**config.mk**
```make
export PLATFORM = sky130hd
export DESIGN_NAME = mem_port_arbiter_flat
export DESIGN_NICKNAME = d
export VERILOG_FILES = /design/src/rtl/mem_port_arbiter_if.sv /design/src/rtl/mem_port_arbiter.sv /design/src/flat_wrapper.sv
export SDC_FILE = /design/constraint.sdc
export NUM_CORES = 1
export LEC_CHECK = 0
export ABC_AREA = 0
export ABC_CLOCK_PERIOD_IN_PS = 2400
export BUFFER_PORTS_ARGS = -buffer_cell sky130_fd_sc_hd__buf_2
export CAP_MARGIN = 20
export CORE_ASPECT_RATIO = 1.75
export CORE_MARGIN = 5
export CORE_UTILIZATION = 49
export CTS_BUF_LIST = sky130_fd_sc_hd__clkbuf_2
export DETAILED_ROUTE_END_ITERATION = 8
export GPL_TIMING_DRIVEN = 0
export PLACE_DENSITY = 0.81
export SLEW_MARGIN = 20
export SYNTH_ARGS = -nofsm -noshare
export SYNTH_HDL_FRONTEND = slang
export SYNTH_SLANG_ARGS = --single-unit
```
**constraint.sdc**
```tcl
create_clock -name clk -period 2.4 [get_ports clk]
set_clock_uncertainty 0.05 [all_clocks]
set_input_delay 0 -clock clk [delete_from_list [all_inputs] [get_ports clk]]
set_output_delay 0 -clock clk [all_outputs]
set_load 0.02 [all_outputs]
```
**src/rtl/mem_port_arbiter_if.sv**
```systemverilog
// Signal bundle between mem_port_arbiter, the fetch stage, the memory stage and the unified memory.
// The arbiter connects through the master modport; requesters and memory see the slave view.
interface mem_port_arbiter_if #(
  parameter int ADDR_W = 16,
  parameter int DATA_W = 16
);
  logic              if_req;
  logic [ADDR_W-1:0] if_addr;
  logic              if_valid;
  logic [DATA_W-1:0] if_rdata;
  logic              ex_mem_read;
  logic              ex_mem_write;
  logic [ADDR_W-1:0] ex_addr;
  logic [DATA_W-1:0] ex_wdata;
  logic              ex_done;
  logic [DATA_W-1:0] ex_rdata;
  logic              stall_if;
  logic              stall_mem;
  logic              mem_en;
  logic              mem_we;
  logic [ADDR_W-1:0] mem_addr;
  logic [DATA_W-1:0] mem_wdata;
  logic [DATA_W-1:0] mem_rdata;

  modport master (
    input  if_req, if_addr, ex_mem_read, ex_mem_write, ex_addr, ex_wdata, mem_rdata,
    output if_valid, if_rdata, ex_done, ex_rdata, stall_if, stall_mem,
           mem_en, mem_we, mem_addr, mem_wdata
  );

  modport slave (
    output if_req, if_addr, ex_mem_read, ex_mem_write, ex_addr, ex_wdata, mem_rdata,
    input  if_valid, if_rdata, ex_done, ex_rdata, stall_if, stall_mem,
           mem_en, mem_we, mem_addr, mem_wdata
  );
endinterface

```
**src/rtl/mem_port_arbiter.sv**
```systemverilog
// Single-port unified memory arbiter: one transaction at a time, fetch and data served
// alternately on conflict, fixed-latency reads, stall outputs for the fetch and memory stages.
module mem_port_arbiter #(
  parameter int ADDR_W  = 16,
  parameter int DATA_W  = 16,
  parameter int MEM_LAT = 2
) (
  input  logic               clk,
  input  logic               rst_n,
  mem_port_arbiter_if.master port_io
);

  typedef enum logic [1:0] {
    IDLE    = 2'd0,
    ISSUE   = 2'd1,
    RD_WAIT = 2'd2,
    DONE    = 2'd3
  } state_t;

  localparam logic [3:0] LAT_INIT  = 4'(MEM_LAT - 1);
  localparam logic       OWN_FETCH = 1'b0;
  localparam logic       OWN_DATA  = 1'b1;

  state_t            state_q, state_d;
  logic              owner_q, owner_d;
  logic              store_q, store_d;
  logic              last_grant_q, last_grant_d;
  logic [3:0]        lat_cnt_q, lat_cnt_d;
  logic              mem_en_q, mem_en_d;
  logic              mem_we_q, mem_we_d;
  logic [ADDR_W-1:0] mem_addr_q, mem_addr_d;
  logic [DATA_W-1:0] mem_wdata_q, mem_wdata_d;
  logic [DATA_W-1:0] if_rdata_q, if_rdata_d;
  logic [DATA_W-1:0] ex_rdata_q, ex_rdata_d;
  logic              if_valid_q, if_valid_d;
  logic              ex_done_q, ex_done_d;
  logic              data_req_s, any_req_s, grant_data_s;

  // On a conflict the grant goes to whoever was not served last.
  assign data_req_s   = port_io.ex_mem_read | port_io.ex_mem_write;
  assign any_req_s    = data_req_s | port_io.if_req;
  assign grant_data_s = data_req_s & (~port_io.if_req | (last_grant_q == OWN_FETCH));

  // State register
  always_ff @(posedge clk or negedge rst_n) begin
    if (!rst_n) begin
      state_q <= IDLE;
    end else begin
      state_q <= state_d;
    end
  end

  // Next-state logic
  always_comb begin
    state_d = state_q;
    case (state_q)
      IDLE: begin
        if (any_req_s) state_d = ISSUE;
        else           state_d = IDLE;
      end
      ISSUE: begin
        if (store_q) state_d = DONE;
        else         state_d = RD_WAIT;
      end
      RD_WAIT: begin
        if (lat_cnt_q == 4'd0) state_d = DONE;
        else                   state_d = RD_WAIT;
      end
      DONE:    state_d = IDLE;
      default: state_d = IDLE;
    endcase
  end

  // Output and datapath next values; every output is computed one cycle ahead and registered
  always_comb begin
    owner_d      = owner_q;
    store_d      = store_q;
    last_grant_d = last_grant_q;
    lat_cnt_d    = lat_cnt_q;
    mem_en_d     = 1'b0;
    mem_we_d     = 1'b0;
    mem_addr_d   = mem_addr_q;
    mem_wdata_d  = mem_wdata_q;
    if_rdata_d   = if_rdata_q;
    ex_rdata_d   = ex_rdata_q;
    if_valid_d   = 1'b0;
    ex_done_d    = 1'b0;
    case (state_q)
      IDLE: begin
        if (any_req_s) begin
          owner_d  = grant_data_s;
          store_d  = grant_data_s & port_io.ex_mem_write;
          mem_en_d = 1'b1;
          mem_we_d = grant_data_s & port_io.ex_mem_write;
          if (grant_data_s) begin
            mem_addr_d  = port_io.ex_addr;
            mem_wdata_d = port_io.ex_wdata;
          end else begin
            mem_addr_d  = port_io.if_addr;
            mem_wdata_d = mem_wdata_q;
          end
        end else begin
          owner_d = owner_q;
        end
      end
      ISSUE: begin
        if (store_q) begin
          ex_done_d = 1'b1;
        end else begin
          lat_cnt_d = LAT_INIT;
        end
      end
      RD_WAIT: begin
        if (lat_cnt_q == 4'd0) begin
          if (owner_q == OWN_DATA) begin
            ex_rdata_d = port_io.mem_rdata;
            ex_done_d  = 1'b1;
          end else begin
            if_rdata_d = port_io.mem_rdata;
            if_valid_d = 1'b1;
          end
        end else begin
          lat_cnt_d = lat_cnt_q - 4'd1;
        end
      end
      DONE:    last_grant_d = owner_q;
      default: last_grant_d = last_grant_q;
    endcase
  end

  // Datapath and output registers; last_grant resets to data so fetch wins the first conflict
  always_ff @(posedge clk or negedge rst_n) begin
    if (!rst_n) begin
      owner_q      <= OWN_FETCH;
      store_q      <= 1'b0;
      last_grant_q <= OWN_DATA;
      lat_cnt_q    <= 4'd0;
      mem_en_q     <= 1'b0;
      mem_we_q     <= 1'b0;
      mem_addr_q   <= '0;
      mem_wdata_q  <= '0;
      if_rdata_q   <= '0;
      ex_rdata_q   <= '0;
      if_valid_q   <= 1'b0;
      ex_done_q    <= 1'b0;
    end else begin
      owner_q      <= owner_d;
      store_q      <= store_d;
      last_grant_q <= last_grant_d;
      lat_cnt_q    <= lat_cnt_d;
      mem_en_q     <= mem_en_d;
      mem_we_q     <= mem_we_d;
      mem_addr_q   <= mem_addr_d;
      mem_wdata_q  <= mem_wdata_d;
      if_rdata_q   <= if_rdata_d;
      ex_rdata_q   <= ex_rdata_d;
      if_valid_q   <= if_valid_d;
      ex_done_q    <= ex_done_d;
    end
  end

  assign port_io.mem_en    = mem_en_q;
  assign port_io.mem_we    = mem_we_q;
  assign port_io.mem_addr  = mem_addr_q;
  assign port_io.mem_wdata = mem_wdata_q;
  assign port_io.if_valid  = if_valid_q;
  assign port_io.if_rdata  = if_rdata_q;
  assign port_io.ex_done   = ex_done_q;
  assign port_io.ex_rdata  = ex_rdata_q;
  assign port_io.stall_if  = port_io.if_req & ~if_valid_q;
  assign port_io.stall_mem = data_req_s & ~ex_done_q;

endmodule

```
**src/flat_wrapper.sv**
```systemverilog
// flat-port wrapper written by rule: the top's interface ports become plain ports
module mem_port_arbiter_flat 
#(
  parameter int ADDR_W  = 16,
  parameter int DATA_W  = 16,
  parameter int MEM_LAT = 2
)
  (clk, rst_n, port_io_if_req, port_io_if_addr, port_io_ex_mem_read, port_io_ex_mem_write, port_io_ex_addr, port_io_ex_wdata, port_io_mem_rdata, port_io_if_valid, port_io_if_rdata, port_io_ex_done, port_io_ex_rdata, port_io_stall_if, port_io_stall_mem, port_io_mem_en, port_io_mem_we, port_io_mem_addr, port_io_mem_wdata);
  mem_port_arbiter_if #(.ADDR_W(ADDR_W), .DATA_W(DATA_W)) port_io_i ();
  input  logic clk;
  input  logic rst_n;
  input wire logic [$bits(port_io_i.if_req)-1:0] port_io_if_req;
  input wire logic [$bits(port_io_i.if_addr)-1:0] port_io_if_addr;
  input wire logic [$bits(port_io_i.ex_mem_read)-1:0] port_io_ex_mem_read;
  input wire logic [$bits(port_io_i.ex_mem_write)-1:0] port_io_ex_mem_write;
  input wire logic [$bits(port_io_i.ex_addr)-1:0] port_io_ex_addr;
  input wire logic [$bits(port_io_i.ex_wdata)-1:0] port_io_ex_wdata;
  input wire logic [$bits(port_io_i.mem_rdata)-1:0] port_io_mem_rdata;
  output wire logic [$bits(port_io_i.if_valid)-1:0] port_io_if_valid;
  output wire logic [$bits(port_io_i.if_rdata)-1:0] port_io_if_rdata;
  output wire logic [$bits(port_io_i.ex_done)-1:0] port_io_ex_done;
  output wire logic [$bits(port_io_i.ex_rdata)-1:0] port_io_ex_rdata;
  output wire logic [$bits(port_io_i.stall_if)-1:0] port_io_stall_if;
  output wire logic [$bits(port_io_i.stall_mem)-1:0] port_io_stall_mem;
  output wire logic [$bits(port_io_i.mem_en)-1:0] port_io_mem_en;
  output wire logic [$bits(port_io_i.mem_we)-1:0] port_io_mem_we;
  output wire logic [$bits(port_io_i.mem_addr)-1:0] port_io_mem_addr;
  output wire logic [$bits(port_io_i.mem_wdata)-1:0] port_io_mem_wdata;
  assign port_io_i.if_req = port_io_if_req;
  assign port_io_i.if_addr = port_io_if_addr;
  assign port_io_i.ex_mem_read = port_io_ex_mem_read;
  assign port_io_i.ex_mem_write = port_io_ex_mem_write;
  assign port_io_i.ex_addr = port_io_ex_addr;
  assign port_io_i.ex_wdata = port_io_ex_wdata;
  assign port_io_i.mem_rdata = port_io_mem_rdata;
  assign port_io_if_valid = port_io_i.if_valid;
  assign port_io_if_rdata = port_io_i.if_rdata;
  assign port_io_ex_done = port_io_i.ex_done;
  assign port_io_ex_rdata = port_io_i.ex_rdata;
  assign port_io_stall_if = port_io_i.stall_if;
  assign port_io_stall_mem = port_io_i.stall_mem;
  assign port_io_mem_en = port_io_i.mem_en;
  assign port_io_mem_we = port_io_i.mem_we;
  assign port_io_mem_addr = port_io_i.mem_addr;
  assign port_io_mem_wdata = port_io_i.mem_wdata;
  mem_port_arbiter #(.ADDR_W(ADDR_W), .DATA_W(DATA_W), .MEM_LAT(MEM_LAT)) u_core (.clk(clk), .rst_n(rst_n), .port_io(port_io_i));
endmodule
```
Word-level counts from Yosys, hierarchy flattened
Index checks and enable logic that the tools add are counted.
{"block": "word_totals", "in_bits": 69, "ff_bits": 77}
{"block": "classes", "reduce_logical": 8, "n_addsub": 1, "eq_ne": 5, "bitwise_logic": 12, "mux": 19}
{"cell": "16-bit two-way mux", "count": 1}
{"cell": "1-bit two-way mux", "count": 13}
{"cell": "3-bit AND reduction", "count": 4}
{"cell": "4-bit two-way mux", "count": 2}
{"cell": "2-bit case mux with 4 select lines", "count": 1}
{"cell": "4-bit case mux with 2 select lines", "count": 1}
{"cell": "1-bit NOT", "count": 5}
{"cell": "1-bit AND", "count": 4}
{"cell": "2-bit equality test (second input constant)", "count": 2}
{"cell": "4-bit logical NOT", "count": 1}
{"cell": "2-bit != test (second input constant)", "count": 2}
{"cell": "4-bit by 1-bit subtractor with 4-bit output (second input constant)", "count": 1}
{"cell": "1-bit OR", "count": 3}
{"cell": "2-bit by 1-bit equality test with 1-bit output (second input constant)", "count": 1}
{"cell": "2-bit logical NOT", "count": 1}
{"cell": "1-bit case mux with 2 select lines", "count": 1}
{"cell": "2-bit AND reduction", "count": 1}
{"cell": "2-bit nonzero test", "count": 1}

Depth between registers and ports, before layout
Gate-level depths: netlist (run 1).
{"block": "depth", "ltp_word": 6, "mapped_depth": 7, "depth_no_buf": 5}

Least setup slack after synthesis (run 1)
No wires, ideal clock.
{"block": "synth_path", "path_kind": "reg2reg", "startpoint": "register u_core.state_q[0]", "endpoint": "register u_core.if_rdata_q[10] (netlist: u_core.port_io.if_rdata[10])", "required_time_ps": 2225, "period_less_slack_ps": 1830, "path_stages_with_launch": 7, "slack_ps": 570, "arrival_ps": 1655, "n_path_buf": 1, "setup_ps": 125, "cell_sequence": "dfrtp_1 -> inv_1 -> ha_1 -> nand4bb_1 -> nor2_2 -> buf_6 -> mux2_2"}
{"block": "synth_via", "elab_chain_len": 2}
{"element": "start, declared", "line_no": "mem_port_arbiter.sv:24", "rtl": "state_t state_q, state_d;"}
{"element": "start signal, assigned", "line_no": "mem_port_arbiter.sv:49", "rtl": "state_q <= state_d;"}
{"element": "2-bit equality test", "line_no": "mem_port_arbiter.sv:88", "rtl": "case (state_q)"}
{"element": "3-bit AND reduction (no source line)"}
{"element": "end signal, assigned", "line_no": "mem_port_arbiter.sv:155", "rtl": "if_rdata_q <= if_rdata_d;"}
{"element": "end, declared", "line_no": "mem_port_arbiter.sv:33", "rtl": "logic [DATA_W-1:0] if_rdata_q, if_rdata_d;"}
No other way between the ends.
A chain may end at the register's enable or synchronous reset.

Final worst setup path (run 1)
{"block": "layout_path", "startpoint": "register u_core.last_grant_q", "endpoint": "register u_core.mem_addr_q[12] (netlist: u_core.port_io.mem_addr[12])"}
{"block": "layout_via", "elab_chain_len": 4}
{"element": "start, declared", "line_no": "mem_port_arbiter.sv:27", "rtl": "logic last_grant_q, last_grant_d;"}
{"element": "start signal, assigned", "line_no": "mem_port_arbiter.sv:149", "rtl": "last_grant_q <= last_grant_d;"}
{"element": "1-bit NOT", "line_no": "mem_port_arbiter.sv:42", "rtl": "assign grant_data_s = data_req_s & (~port_io.if_req | (last_grant_q == OWN_FETCH));"}
{"element": "1-bit OR", "line_no": "mem_port_arbiter.sv:42"}
{"element": "1-bit AND", "line_no": "mem_port_arbiter.sv:42"}
{"element": "16-bit two-way mux", "line_no": "mem_port_arbiter.sv:95", "rtl": "if (grant_data_s) begin"}
{"element": "end signal, assigned", "line_no": "mem_port_arbiter.sv:153", "rtl": "mem_addr_q <= mem_addr_d;"}
{"element": "end, declared", "line_no": "mem_port_arbiter.sv:31", "rtl": "logic [ADDR_W-1:0] mem_addr_q, mem_addr_d;"}
No other way between the ends.

==> results of run 1 <==
[stage by stage]
stage,setup slack (ns),instances
2_1_floorplan,0.5704,226
5_1_grt,0.009893,536
3_5_place_dp,0.2074,447
6_report,0.06726,536
3_3_place_gp,0.2942,446
4_1_cts,0.04664,535
[area by class of cell]
| type | count | area share [%] |
|---|---|---|
| Buffer | 8 | 1.129 |
| Timing Repair Buffer | 212 | 29.96 |
| Multi-Input combinational cell | 133 | 23.96 |
| Inverter | 8 | 0.6157 |
| Sequential cell | 77 | 39.53 |
| Clock inverter | 5 | 1.565 |
| Tap cell | 82 | 2.104 |
| Clock buffer | 11 | 1.129 |
[power by group through the flow]
stage	combinational [W]	clock, W	sequential (W)
after global routing	0.00328	0.000864	0.00235
final	0.00305	0.000778	0.00227
after detailed placement	0.00281	0	0.00228
after floorplan	0.00115	0	0.00296
after global placement	0.00272	0	0.00224
after CTS	0.00300	0.000806	0.00225
[critical path, cell delays in order (launching register included)]
cell	delay, ns
dfstp_2	0.60
o2bb2ai_4	0.18
buf_12	0.15
buf_2	0.31
mux2i_1	0.27
dlygate4sd3_1	0.59
o21ai_0	0.07
[registers in the layout (all words and copies together) (netlist names)]
signal,count
u_core.last_grant_q,1
u_core.lat_cnt_q,4
u_core.owner_q,1
u_core.port_io.ex_done,1
u_core.port_io.ex_rdata,16
u_core.port_io.if_rdata,16
u_core.port_io.if_valid,1
u_core.port_io.mem_addr,16
u_core.port_io.mem_en,1
u_core.port_io.mem_wdata,16
u_core.port_io.mem_we,1
u_core.state_q,2
u_core.store_q,1
[layout by cell type (no fill, tap or decap), types with 2 or more instances in the layout]
cell / instances
o2111ai_1: 2
mux2_2: 43
mux2_4: 7
ha_1: 5
clkbuf_2: 11
bufinv_16: 2
buf_6: 3
mux2i_1: 17
o21ai_0: 18
nand2_1: 21
buf_4: 2
dfrtp_1: 76
buf_2: 139
nor2_1: 4
buf_12: 3
inv_1: 8
a32o_1: 2
clkbuf_1: 3
dlygate4sd3_1: 70
[metal layers]
layer | share of wire, % | routed length (um) | vias to the layer above | global-route usage, %
li1 | - | - | 1235 | -
met1 | 33 | 3136 | 1348 | 23.02
met2 | 59 | 5649 | 118 | 46.31
met3 | 3.9 | 379 | 41 | 6.202
met4 | 5.0 | 479 | 0 | 13.68
met5 | 0 | 0 | - | 0
[what timing repair did]
item,CTS,global route
hold buffers,72,1
endpoints found under the hold margin,143,1
buffers inserted,0,2
endpoints found under the setup margin,0,2
[worst paths after layout]
kind | from | to | depth (start not counted)
setup reg to reg | u_core.last_grant_q | u_core.port_io.mem_addr[12] | 6
hold / removal | port_io_ex_wdata[9] | u_core.port_io.mem_wdata[9] | 3
min in group asynchronous | rst_n | u_core.last_grant_q | 3
setup / recovery | u_core.last_grant_q | u_core.port_io.mem_addr[12] | 6
max in group asynchronous | rst_n | u_core.port_io.mem_addr[1] | 4
hold reg to reg | u_core.port_io.mem_addr[6] | u_core.port_io.mem_addr[6] | 2
[logic make-up (layout without fill, tap and decap cells)]
| kind of cell | count (synthesis) | count (layout) | share of synthesized area (%) |
|---|---|---|---|
| adders and majority gates | 5 | 5 | 1.966 |
| muxes | 67 | 67 | 23.87 |
| AOI/OAI and AO/OA | 26 | 26 | 5.663 |
| and+or+nand+nor | 35 | 35 | 5.231 |
| DFF | 77 | 77 | 60.60 |
| buffers and inverters | 16 | 244 | 2.674 |
==> results by group, run 1 <==
Status
  – Outcome: finished, final reports clean

Logic synthesis
  – Seq cells post-synth: 77
  – Cell taking the most area after synthesis: dfrtp_1
  – Synth warn: 0
  – Area contributors post-synth: dfrtp_1 (60%), mux2_2 (15%), mux2i_1 (5.3%)
  – Seq/Total Area, Yosys: 60.60%
  – Syn Area/Cell: 14.08 sq um
  – Synth top area share: 59.77%
  – Synth unique cells: 29
  – Top cells by count, synth: dfrtp_1 (76), mux2_2 (43), nand2_1 (21)
  – Syn_nets: 300
  – Post-synth EDFFs: 0
  – Async SR Flop Fraction: 100.0%
  – Prevailing post-synth register cell: dfrtp_1
  – Syn Inst Count: 226
  – Top-count cell post-synth: dfrtp_1
  – Synth Cell Area: 0.003182 sq mm

Global routing
  – Largest net degree at the start of global routing: 44
  – Vias in the first global route: 3086
  – First-pass GRT wire length: 15.05 mm
  – GR Overflow Total: 0
  – Gr usage total: 24.27%
  – Initial antenna violation count: 0

Routing
  – Post-DR wirelength/cell: 17.99 um
  – Initial drt markers: 123
  – Routed via count: 2742
  – Pre-antenna DRT Iters: 4
  – DR DRC count: 0
  – Vias per cell: 5.116
  – Antenna violation net count after detailed routing: 0
  – DRT Wirelength: 9.644 mm

Placed design
  – IO buf count: 138
  – Dpl cell area: 0.003998 sq mm
  – Dpl hpwl: 5.838 mm
  – Routability cong.: 0.8397

Floorplanning
  – Starting density of the core: 49.40%
  – Placeable Area: 0.006441 sq mm
  – IO Pins: 139
  – # rows: 39
  – Die area: 0.008269 sq mm
  – DIE HEIGHT: 116.6 um
  – Horiz. Die Dim: 70.92 um

CTS
  – Reg clk slew, reported paths: 0.23 ns
  – Clock sink count: 77
  – CTS buffer count: 9
  – CTS tree: done
  – Level count of the clock H-tree: 3
  – CTS Root Cell: clkbuf_2
  – Clock Tree Buf Depth: 2
  – PostCTS Resize Cnt: 0
  – Worst-Skew Late Latency: 0.51 ns

Run
  – Max-Cap Viols: 0

Timing
  – Rel. slew slack: 68.63%
  – Fin. max-slew vios: 0
  – Fin. Hold Viols: 0
  – Final Cycle Share: 97.20%
  – Fin Setup TNS: 0 ns
  – Min cycle time layout: 2.333 ns
  – RSZ-0062 raised after global routing: false
  – Worst-margin pin slew: 0.4678 ns
  – Final Setup Violations: 0
  – Hold slack: 0.1606 ns
  – FMAX: 428.7 MHz

Min path
  – Hold crit path type: primary input to flop

Setup path
  – Crit-path max FO: 10
  – R2R setup slack: 0.07 ns
  – Critical path class: flop to flop
  – WP data required: 2.75 ns
  – CP arrival: 2.68 ns
  – Crit start category: flop
  – Crit path capture type: flop

Pwr
  – Switching Power: 0.002493 W
  – Int Pwr: 0.003605 W
  – Logic pwr share: 50.1%
  – Switching Fraction: 40.88%
  – Sequential share of power: 37.2%
  – Clock share of power: 12.8%
  – Leak pwr: 2.455 nW
  – Worst vdd ir: 0.8935 mV
  – Pwr dens: 1250 mW/mm^2
  – Total power: 0.006098 W

Cells and area
  – Final instance area: 0.004877 sq mm
  – Fillers: 415
  – Final Core Density: 75.72%
  – Area of the multi-input gates: 0.001169 sq mm
  – Layout area overhead: 53.28%
  – Reg area: 0.001928 sq mm
  – Ant diodes: 0
  – Share of cells above drive strength 1: 48.02%
  – NumNets Final: 523
Note: power is estimated with default switching activity, not from simulation.
==> run 2, diff against run 1 <==
Settings changed: RECOVER_POWER set to 100.
==> results by group, run 2 (synthesized netlist as in run 1, its figures left out) <==
Status
  – Outcome: finished, final reports clean

CTS
  – Clock sink count: 77 (unchanged)
  – Reg clk slew, reported paths: 0.23 ns (about the same)
  – PostCTS Resize Cnt: 0 (unchanged)
  – CTS buffer count: 9 (unchanged)
  – Level count of the clock H-tree: 3 (unchanged)
  – Clock Tree Buf Depth: 2 (unchanged)
  – CTS Root Cell: clkbuf_2
  – CTS tree: done
  – Worst-Skew Late Latency: 0.50 ns (about the same)

Cells and area
  – Share of cells above drive strength 1: 29.96% (-18 points)
  – NumNets Final: 523 (unchanged)
  – Ant diodes: 0 (unchanged)
  – Final instance area: 0.004715 sq mm (-3.3%)
  – Fillers: 478 (+15%)
  – Commonest cells after routing, fill and taps aside: dfrtp_1 (76), clkbuf_1 (75), dlygate4sd3_1 (70)
  – Layout area overhead: 48.17%
  – Commonest non-fill, non-tap cell in the layout: dfrtp_1

Global routing
  – Largest net degree at the start of global routing: 44 (unchanged)
  – Gr usage total: 24.27% (unchanged)
  – GR Overflow Total: 0 (unchanged)
  – First-pass GRT wire length: 15.05 mm (unchanged)
  – Vias in the first global route: 3086 (unchanged)
  – Initial antenna violation count: 0 (unchanged)

Routing
  – Initial drt markers: 122 (-0.81%)
  – Vias per cell: 5.062 (-1.1%)
  – Routed via count: 2713 (-1.1%)
  – DRT Wirelength: 9.595 mm (-0.51%)
  – Post-DR wirelength/cell: 17.90 um (-0.51%)
  – DR DRC count: 0 (unchanged)
  – Met3 WL post-DR: 381 um (+0.53%)
  – Highest routed layer: met4
  – M1 WL: 3.088 mm (-1.5%)
  – Antenna violation net count after detailed routing: 0 (unchanged)
  – Pre-antenna DRT Iters: 4 (unchanged)
  – Met2 wire len: 5.659 mm (+0.18%)

Setup path
  – Reg2reg path depth: 6 (unchanged)
  – Crit path capture type: flop
  – Crit-path max FO: 10 (unchanged)
  – WP data required: 2.74 ns (about the same)
  – R2R setup slack: 0.08 ns (about the same)
  – CP arrival: 2.66 ns (-0.02 ns)
  – Critical path class: flop to flop
  – Critical R2R Capture: u_core.port_io.mem_addr[12]
  – R2r startpoint: u_core.last_grant_q
  – Crit start category: flop

Floorplanning
  – Die area: 0.008269 sq mm (unchanged)
  – # rows: 39 (unchanged)
  – DIE HEIGHT: 116.6 um (unchanged)
  – Starting density of the core: 49.40% (unchanged)
  – Placeable Area: 0.006441 sq mm (unchanged)
  – IO Pins: 139 (unchanged)
  – Horiz. Die Dim: 70.92 um (unchanged)

Pwr
  – Leak pwr: 2.190 nW (-11%)
  – Pwr dens: 1240 mW/mm^2 (-0.79%)
  – Total power: 0.005848 W (-4.1%)
  – Worst vdd ir: 0.8874 mV (-0.68%)

Timing
  – Rel. slew slack: 30.65% (-38 points)
  – Min cycle time layout: 2.318 ns (-0.01477 ns)
  – Final Cycle Share: 96.58% (-0.62 points)
  – RSZ-0062 raised after global routing: false
  – Fin. max-slew vios: 0 (unchanged)
  – Hold slack: 0.1464 ns (-0.01424 ns)
  – Fin Setup TNS: 0 ns (unchanged)
  – Worst-margin pin slew: 1.040 ns (+0.5725 ns)
  – Final Setup Violations: 0 (unchanged)
  – FMAX: 431.4 MHz (+0.64%)
  – Fin. Hold Viols: 0 (unchanged)

Placed design
  – Dpl hpwl: 5.838 mm (unchanged)
  – IO buf count: 138 (unchanged)
  – Dpl cell area: 0.003998 sq mm (unchanged)
  – Routability cong.: 0.8397 (unchanged)

Min path
  – Hold path startpoint: port_io_ex_wdata[9]
  – Hold Path Depth: 3 (unchanged)
  – Hold Crit Endpoint: u_core.port_io.mem_wdata[9]
  – Hold crit path type: primary input to flop

Run
  – Max-Cap Viols: 0 (unchanged)
==> run 2: cell count changes in the layout (fill, tap and decap cells not counted), sizes merged <==
cell	change
buf	-75
clkbuf	+75
==> run 2: final cells by class <==
class / count / area, sq um / share of cell area [%]
Tap cell: 82 / 102.6 / 2.176
Clock inverter: 5 / 76.32 / 1.619
Buffer: 8 / 47.55 / 1.008
Clock buffer: 11 / 55.05 / 1.168
Multi-Input combinational cell: 133 / 1135 / 24.07
Sequential cell: 77 / 1928 / 40.90
Timing Repair Buffer: 212 / 1340 / 28.42
Inverter: 8 / 30.03 / 0.6369
==> run 2: what timing repair did <==
item / CTS / global route
endpoints found under the setup margin: 0 / 2
hold buffers: 72 / 1
hold endpoints to repair: 143 / 1
setup buffers: 0 / 2
==> run 2: worst max-delay path by stage <==
stage	startpoint	endpoint	slack [ns]	cells past startpoint
after global routing	u_core.last_grant_q	u_core.port_io.mem_addr[7]	0.01	6
final	u_core.last_grant_q	u_core.port_io.mem_addr[12]	0.08	6
after global placement	u_core.state_q[0]	u_core.port_io.if_rdata[11]	0.29	6
after CTS	u_core.last_grant_q	u_core.port_io.mem_addr[0]	0.05	5
after floorplan	u_core.state_q[0]	u_core.port_io.if_rdata[10]	0.57	6
after detailed placement	u_core.state_q[0]	u_core.port_io.if_rdata[11]	0.21	6
==> run 2: power by group <==
| part | leakage [nW] | total (W) | switching, W | internal, W |
|---|---|---|---|---|
| registers | 0.932 | 0.00228 | 0.000359 | 0.00192 |
| logic | 1.18 | 0.00279 | 0.00170 | 0.00109 |
| clock network | 0.0796 | 0.000775 | 0.000427 | 0.000349 |
| total | 2.19 | 0.00585 | 0.00249 | 0.00336 |
==> run 2: layer usage <==
metal	vias up	global-route usage [%]
li1	1236	-
met1	1336	23.02
met2	104	46.31
met3	37	6.202
met4	0	13.68
met5	-	0
==> run 2: critical path: stages, from the launching register on <==
cell and delay, ns:
dfstp_2 0.60, o2bb2ai_4 0.18, buf_12 0.15, buf_2 0.30, mux2i_1 0.27, dlygate4sd3_1 0.58, o21ai_0 0.07
==> run 2: through the flow <==
stage	setup slack, ns	util [%]	cells
2_1_floorplan	0.5704	-	226
3_3_place_gp	0.2942	61.71	446
3_5_place_dp	0.2074	62.06	447
4_1_cts	0.04664	75.45	535
5_1_grt	0.009698	73.19	536
6_report	0.08204	73.19	536
